File: config.mk
export PLATFORM = sky130hd
export DESIGN_NAME = clint_trap_ctrl
export DESIGN_NICKNAME = d
export VERILOG_FILES = /design/src/rtl/clint_trap_ctrl.sv
export SDC_FILE = /design/constraint.sdc
export NUM_CORES = 1
export LEC_CHECK = 0
export ABC_AREA = 1
export BUFFER_PORTS_ARGS = -buffer_cell sky130_fd_sc_hd__buf_4
export CAP_MARGIN = 20
export CORE_AREA = 2 2 105 107
export CTS_BUF_LIST = sky130_fd_sc_hd__clkbuf_4
export CTS_CLUSTER_SIZE = 12
export DETAILED_ROUTE_END_ITERATION = 12
export DIE_AREA = 0 0 107 109
export HOLD_SLACK_MARGIN = 0.12
export PLACE_DENSITY = 0.74
export SYNTH_ARGS = -nofsm -noshare
export SYNTH_HDL_FRONTEND = slang
export SYNTH_SLANG_ARGS = --single-unit
File: constraint.sdc
create_clock -name clk -period 1.95 [get_ports clk]
set_clock_uncertainty 0.05 [all_clocks]
set_input_delay 0.2925 -clock clk [delete_from_list [all_inputs] [get_ports clk]]
set_output_delay 0.2925 -clock clk [all_outputs]
set_load 0.005 [all_outputs]
File: src/rtl/clint_trap_ctrl.sv
// clint_trap_ctrl -- core-local trap sequencer.
//
// Detects ecall / ebreak / mret in the execute stage, and level interrupt
// requests. It stalls the pipeline while it writes mepc, mcause and mstatus
// (or only mstatus for mret) through the CSR file's clint-side write port.
// It then issues a one-cycle PC redirect to mtvec, or to mepc for mret.
//
// Ports:
//   clk, rst_n         clock, synchronous active-low reset
//   inst_i             instruction in the execute stage
//   inst_addr_i        address of inst_i
//   inst_valid_i       inst_i is a real instruction, not a bubble
//   int_flag_i         level interrupt requests; bit0 timer, bits[7:1] external
//   global_int_en_i    mstatus.MIE tap
//   csr_mtvec_i        mtvec tap
//   csr_mepc_i         mepc tap
//   csr_mstatus_i      mstatus tap
//   csr_mie_i          mie tap (present only with CLINT_MIE_EN)
//   csr_we_o           CSR write enable
//   csr_waddr_o        CSR write address
//   csr_wdata_o        CSR write data
//   hold_flag_o        pipeline stall
//   int_assert_o       one-cycle PC redirect strobe
//   int_addr_o         redirect target, valid with int_assert_o
//
// Optional build macro:
//   CLINT_MIE_EN  adds csr_mie_i. Timer requests are then gated by MTIE
//                 (mie[7]) and external requests by MEIE (mie[11]).

module clint_trap_ctrl #(
  parameter int unsigned DATA_WIDTH     = 32,
  parameter int unsigned CSR_ADDR_WIDTH = 32
) (
  input  logic                      clk,
  input  logic                      rst_n,
  input  logic [DATA_WIDTH-1:0]     inst_i,
  input  logic [DATA_WIDTH-1:0]     inst_addr_i,
  input  logic                      inst_valid_i,
  input  logic [7:0]                int_flag_i,
  input  logic                      global_int_en_i,
  input  logic [DATA_WIDTH-1:0]     csr_mtvec_i,
  input  logic [DATA_WIDTH-1:0]     csr_mepc_i,
  input  logic [DATA_WIDTH-1:0]     csr_mstatus_i,
`ifdef CLINT_MIE_EN
  input  logic [DATA_WIDTH-1:0]     csr_mie_i,
`endif
  output logic                      csr_we_o,
  output logic [CSR_ADDR_WIDTH-1:0] csr_waddr_o,
  output logic [DATA_WIDTH-1:0]     csr_wdata_o,
  output logic                      hold_flag_o,
  output logic                      int_assert_o,
  output logic [DATA_WIDTH-1:0]     int_addr_o
);

  typedef enum logic [2:0] {
    S_IDLE,
    S_W_MEPC,
    S_W_MCAUSE,
    S_W_MSTATUS,
    S_W_MRET,
    S_ASSERT
  } state_t;

  localparam logic [11:0] ADDR_MSTATUS = 12'h300;
  localparam logic [11:0] ADDR_MEPC    = 12'h341;
  localparam logic [11:0] ADDR_MCAUSE  = 12'h342;

  state_t                state, state_nxt;
  logic [DATA_WIDTH-1:0] cause, cause_nxt;
  logic [DATA_WIDTH-1:0] ret, ret_nxt;
  logic [DATA_WIDTH-1:0] target, target_nxt;

  logic                  is_ecall, is_ebreak, is_mret;
  logic [7:0]            int_elig;
  logic                  int_req;
  logic [DATA_WIDTH-1:0] int_cause;
  logic [DATA_WIDTH-1:0] mstatus_trap, mstatus_mret;
  logic [11:0]           waddr;

  assign is_ecall  = inst_valid_i && (inst_i == DATA_WIDTH'(32'h0000_0073));
  assign is_ebreak = inst_valid_i && (inst_i == DATA_WIDTH'(32'h0010_0073));
  assign is_mret   = inst_valid_i && (inst_i == DATA_WIDTH'(32'h3020_0073));

`ifdef CLINT_MIE_EN
  assign int_elig = {int_flag_i[7:1] & {7{csr_mie_i[11]}},
                     int_flag_i[0] & csr_mie_i[7]};
`else
  assign int_elig = int_flag_i;
`endif

  // Interrupts are only taken against a real instruction, which gets
  // squashed and re-executed after the handler returns.
  assign int_req   = inst_valid_i && global_int_en_i && (|int_elig);
  assign int_cause = int_elig[0] ? DATA_WIDTH'(32'h8000_0007)
                                 : DATA_WIDTH'(32'h8000_000B);

  // Trap entry: MPIE <= MIE, MIE <= 0. Mret: MIE <= MPIE, MPIE <= 1.
  always_comb begin
    mstatus_trap    = csr_mstatus_i;
    mstatus_trap[7] = csr_mstatus_i[3];
    mstatus_trap[3] = 1'b0;
    mstatus_mret    = csr_mstatus_i;
    mstatus_mret[3] = csr_mstatus_i[7];
    mstatus_mret[7] = 1'b1;
  end

  always_ff @(posedge clk) begin
    if (!rst_n) begin
      state  <= S_IDLE;
      cause  <= '0;
      ret    <= '0;
      target <= '0;
    end else begin
      state  <= state_nxt;
      cause  <= cause_nxt;
      ret    <= ret_nxt;
      target <= target_nxt;
    end
  end

  always_comb begin
    state_nxt    = state;
    cause_nxt    = cause;
    ret_nxt      = ret;
    target_nxt   = target;
    csr_we_o     = 1'b0;
    waddr        = '0;
    csr_wdata_o  = '0;
    hold_flag_o  = 1'b0;
    int_assert_o = 1'b0;
    int_addr_o   = '0;

    case (state)
      S_IDLE: begin
        // Synchronous events win over interrupts; a pending level
        // interrupt is simply seen again on a later IDLE cycle.
        if (is_ecall || is_ebreak) begin
          hold_flag_o = 1'b1;
          cause_nxt   = is_ecall ? DATA_WIDTH'(32'd11) : DATA_WIDTH'(32'd3);
          ret_nxt     = inst_addr_i;
          state_nxt   = S_W_MEPC;
        end else if (is_mret) begin
          hold_flag_o = 1'b1;
          state_nxt   = S_W_MRET;
        end else if (int_req) begin
          hold_flag_o = 1'b1;
          cause_nxt   = int_cause;
          ret_nxt     = inst_addr_i;
          state_nxt   = S_W_MEPC;
        end
      end
      S_W_MEPC: begin
        hold_flag_o = 1'b1;
        csr_we_o    = 1'b1;
        waddr       = ADDR_MEPC;
        csr_wdata_o = ret;
        state_nxt   = S_W_MCAUSE;
      end
      S_W_MCAUSE: begin
        hold_flag_o = 1'b1;
        csr_we_o    = 1'b1;
        waddr       = ADDR_MCAUSE;
        csr_wdata_o = cause;
        state_nxt   = S_W_MSTATUS;
      end
      S_W_MSTATUS: begin
        hold_flag_o = 1'b1;
        csr_we_o    = 1'b1;
        waddr       = ADDR_MSTATUS;
        csr_wdata_o = mstatus_trap;
        target_nxt  = csr_mtvec_i;
        state_nxt   = S_ASSERT;
      end
      S_W_MRET: begin
        hold_flag_o = 1'b1;
        csr_we_o    = 1'b1;
        waddr       = ADDR_MSTATUS;
        csr_wdata_o = mstatus_mret;
        target_nxt  = csr_mepc_i;
        state_nxt   = S_ASSERT;
      end
      S_ASSERT: begin
        hold_flag_o  = 1'b1;
        int_assert_o = 1'b1;
        int_addr_o   = target;
        state_nxt    = S_IDLE;
      end
      default: state_nxt = S_IDLE;
    endcase
  end

  assign csr_waddr_o = CSR_ADDR_WIDTH'(waddr);

endmodule

==> flow_summary_export.csv <==
group,metric,value,unit
run_status,outcome,"complete, but fails checks",
run_status,failed_checks,"negative setup slack",
synthesis,synth_top_family_by_area,"simple AND/OR/NAND/NOR gates",
clocking,cts-buffers-inserted,9,
final_layout,diodes,0,
clocking,cts_max_level,3,
clocking,tritoncts,"yes",
global_route,grt_use_total,28.3,%
synthesis,synth_compound_area_share,20.0,%
worst_setup_path,crit_path_end,"csr_wdata_o[22]",
worst_setup_path,critPathTopFamily,"buffers and inverters",
synthesis,synth.distinct_cells,24,
final_layout,multiInputGateArea,2210,µm²
timing,rsz0062_at_grt,"yes",
routing,vias_per_cell,5.06,
global_route,grt_overflow,0,
worst_setup_path,cp_slowest_cell,"dfxtp_2",
final_layout,layout-drive-gt1-share,38.4,%
worst_setup_path,r2r.worst_path.cells,11,
timing,finalHoldViolCount,0,
timing,timing.final.ws_setup,-149,ps
synthesis,synth-warning-count,0,
die,num_rows,38,
global_route,grt_pass1_vias,5601,
synthesis,ys_seq_area_share,36.1,%
synthesis,synthXorXnorAreaFrac,0,%
worst_setup_path,crit_path_max_incr_delay,350,ps
placement,dp_hpwl,9750,µm
synthesis,syn_area_per_cell,6.67,µm²
final_layout,area_growth,92.0,%
timing,setup_viol,69,
worst_setup_path,critPathMaxFanout,12,
synthesis,syn_inst,591,
routing,ant_nets,0,
worst_setup_path,crit_start,"state[0]",
clocking,clock-root-buffer,"clkbuf_4",
routing,drt-initial-drc-count,525,
synthesis,synthAdderAreaFrac,0,%
final_layout,final_area,7570,µm²
global_route,use_met2,55.2,%
die,die_h,109,µm
routing,firstDrtPassIters,6,
worst_setup_path,reg2reg_slack,30,ps
clocking,numClockSinks,71,
worst_setup_path,reg2reg_to,"ret[16]",
global_route,grt_start_max_net_pins,46,
worst_setup_path,crit_type,"reg2out",
final_layout,nFillCells,805,
flow_run,cap_violations,0,
timing,finalCritPeriodShare,108,%
routing,drt-wirelength-per-cell,16.2,µm
die,coreArea,10600,µm²
placement,gp_congestion,0.772,
global_route,use_met1,29.2,%
timing,max_freq,476,MHz
timing,period_minus_slack,2100,ps
power_and_ir_drop,power_density,718,nW/µm²
global_route,grt_pass1_wl,26200,µm
global_route,use_met3,5.80,%
global_route,busiest_layer,"met2",
placement,portBuffers,243,
worst_setup_path,worstPathArrival,1760,ps
synthesis,synth_mux_area_share,0,%
clocking,clk_pin_slew,120,ps
routing,wl,17600,µm
synthesis,synth_area,3940,µm²
hold_path,hold_path_depth,5,
power_and_ir_drop,totalPowerFinal,5.44,mW
die,dieArea,11700,µm²
die,pin_count,271,
placement,place_ws,33.8,ps
timing,drv_slew,0,
routing,remaining_drc_errors,0,
power_and_ir_drop,leakagePower,3.49,nW
worst_setup_path,required,1610,ps
worst_setup_path,path_common_cell,"buf_4",
placement,place_area,5790,µm²
synthesis,yosys.area_share.simple,28.1,%
die,die_x,107,µm
global_route,antenna_found_initial,0,
final_layout,seq_area,1430,µm²
worst_setup_path,crit_path_end_kind,"output pin",
worst_setup_path,cp_num_buf_inv,3,
power_and_ir_drop,ir_drop,0.000465,V
hold_path,hold_path_class,"in2reg",
synthesis,synth-seq-cells,71,
clocking,cts.path.max_buffers,2,
die,initial_core_util,37.2,%
worst_setup_path,cp_cell_sequence,"buf_4 -> nor2_4 -> nand2_4 -> nand2_8 -> buf_12 -> a22o_1 -> buf_4",
worst_setup_path,crit_path_start_kind,"register",
clocking,insertion_delay,420,ps
worst_setup_path,cp.depth,7,
worst_setup_path,r2r_start,"state[0]",
routing,num_vias,5507,
final_layout,nNetsFinal,1116,
[cells in the mapped netlist]
cell / instances / area (µm²)
nand3_1: 44 / 220
nand2_2: 1 / 6.26
buf_2: 13 / 65.1
o21ai_1: 10 / 50.1
inv_4: 1 / 6.26
a22o_1: 26 / 228
inv_1: 49 / 184
nand3_2: 1 / 10.0
nand4_1: 2 / 12.5
a21oi_1: 4 / 20.0
inv_2: 4 / 15.0
clkinv_1: 1 / 3.75
dfxtp_1: 71 / 1420
nor2_2: 3 / 18.8
a31oi_1: 33 / 206
conb_1: 1 / 3.75
clkbuf_1: 19 / 71.3
buf_6: 3 / 33.8
nor2_1: 137 / 514
nand2_4: 1 / 11.3
buf_4: 32 / 240
nand2_1: 75 / 282
o21ai_0: 57 / 285
nor2_4: 3 / 33.8
[registers in the layout (all words and copies together), names as in the netlist]
name / cells
ret: 32
state: 3
target: 32
cause: 4
[cell families (layout without fill, tap and decap cells)]
kind of cell,after synthesis,after routing
and+or+nand+nor,267,267
AOI/OAI and AO/OA,130,130
buffers and inverters,122,454
DFF,71,71
other,1,27
[worst min-delay path, delay by kind of cell]
family | cells | cell delay, ps
AND/OR/NAND/NOR | 3 | 210
buffers and inverters | 1 | 110
AO/OA/AOI/OAI | 1 | 60
[layout make-up]
type,instances,share of cell area (%)
clock buffer,11,1.09
tap,140,2.31
multi-input combinational,424,29.1
sequential,71,18.9
timing repair buffer,383,45.4
inverter,55,2.89
clock inverter,5,0.331
[stage by stage]
step	utilization, %	setup TNS (ps)	hold slack, ps	std cells
6_report	71.4	-6260	231	1089
5_1_grt	71.4	-12280	236	1089
4_1_cts	69.2	-5640	126	1080
3_5_place_dp	54.6	0	410	947
3_3_place_gp	54.6	0	401	947
2_1_floorplan	-	0	389	617
[layout by cell type, fill, tap and decap left out, drive strengths merged]
cell	count
a21oi	4
a22o	26
a31oi	33
buf	281
bufbuf	2
clkbuf	14
clkinv	5
clkinvlp	1
conb	27
dfxtp	71
dlygate4sd3	97
inv	54
nand2	77
nand3	45
nand4	2
nor2	143
o21ai	67
[layer usage]
layer,wire length (µm),share of wire [%]
met1,6360,36
met2,9480,54
met3,1190,6.8
met4,571,3.2
met5,0,0
[where the power goes]
group / total, mW / internal [mW] / switching, mW
clock network: 0.831 / 0.279 / 0.552
registers: 1.84 / 1.69 / 0.146
logic: 2.77 / 1.43 / 1.33
total: 5.44 / 3.41 / 2.03
[repair_timing]
item | CTS | global route
setup endpoints to repair | 70 | 71
cloned | 6 | 4
hold buffers | 96 | 1
pin swaps | 6 | 9
buffers inserted | 15 | 5
endpoints found under the hold margin | 65 | 1
resized for setup | 60 | 42
[worst min-delay path by stage]
stage	start	endpoint	slack (ps)
global placement	cause[2]	cause[2]	400
floorplan	cause[31]	cause[31]	390
finish	global_int_en_i	cause[31]	230
CTS	csr_mtvec_i[10]	target[10]	130
detailed placement	cause[1]	cause[1]	410
global route	global_int_en_i	cause[31]	240
(Power assumes the default switching activity.)
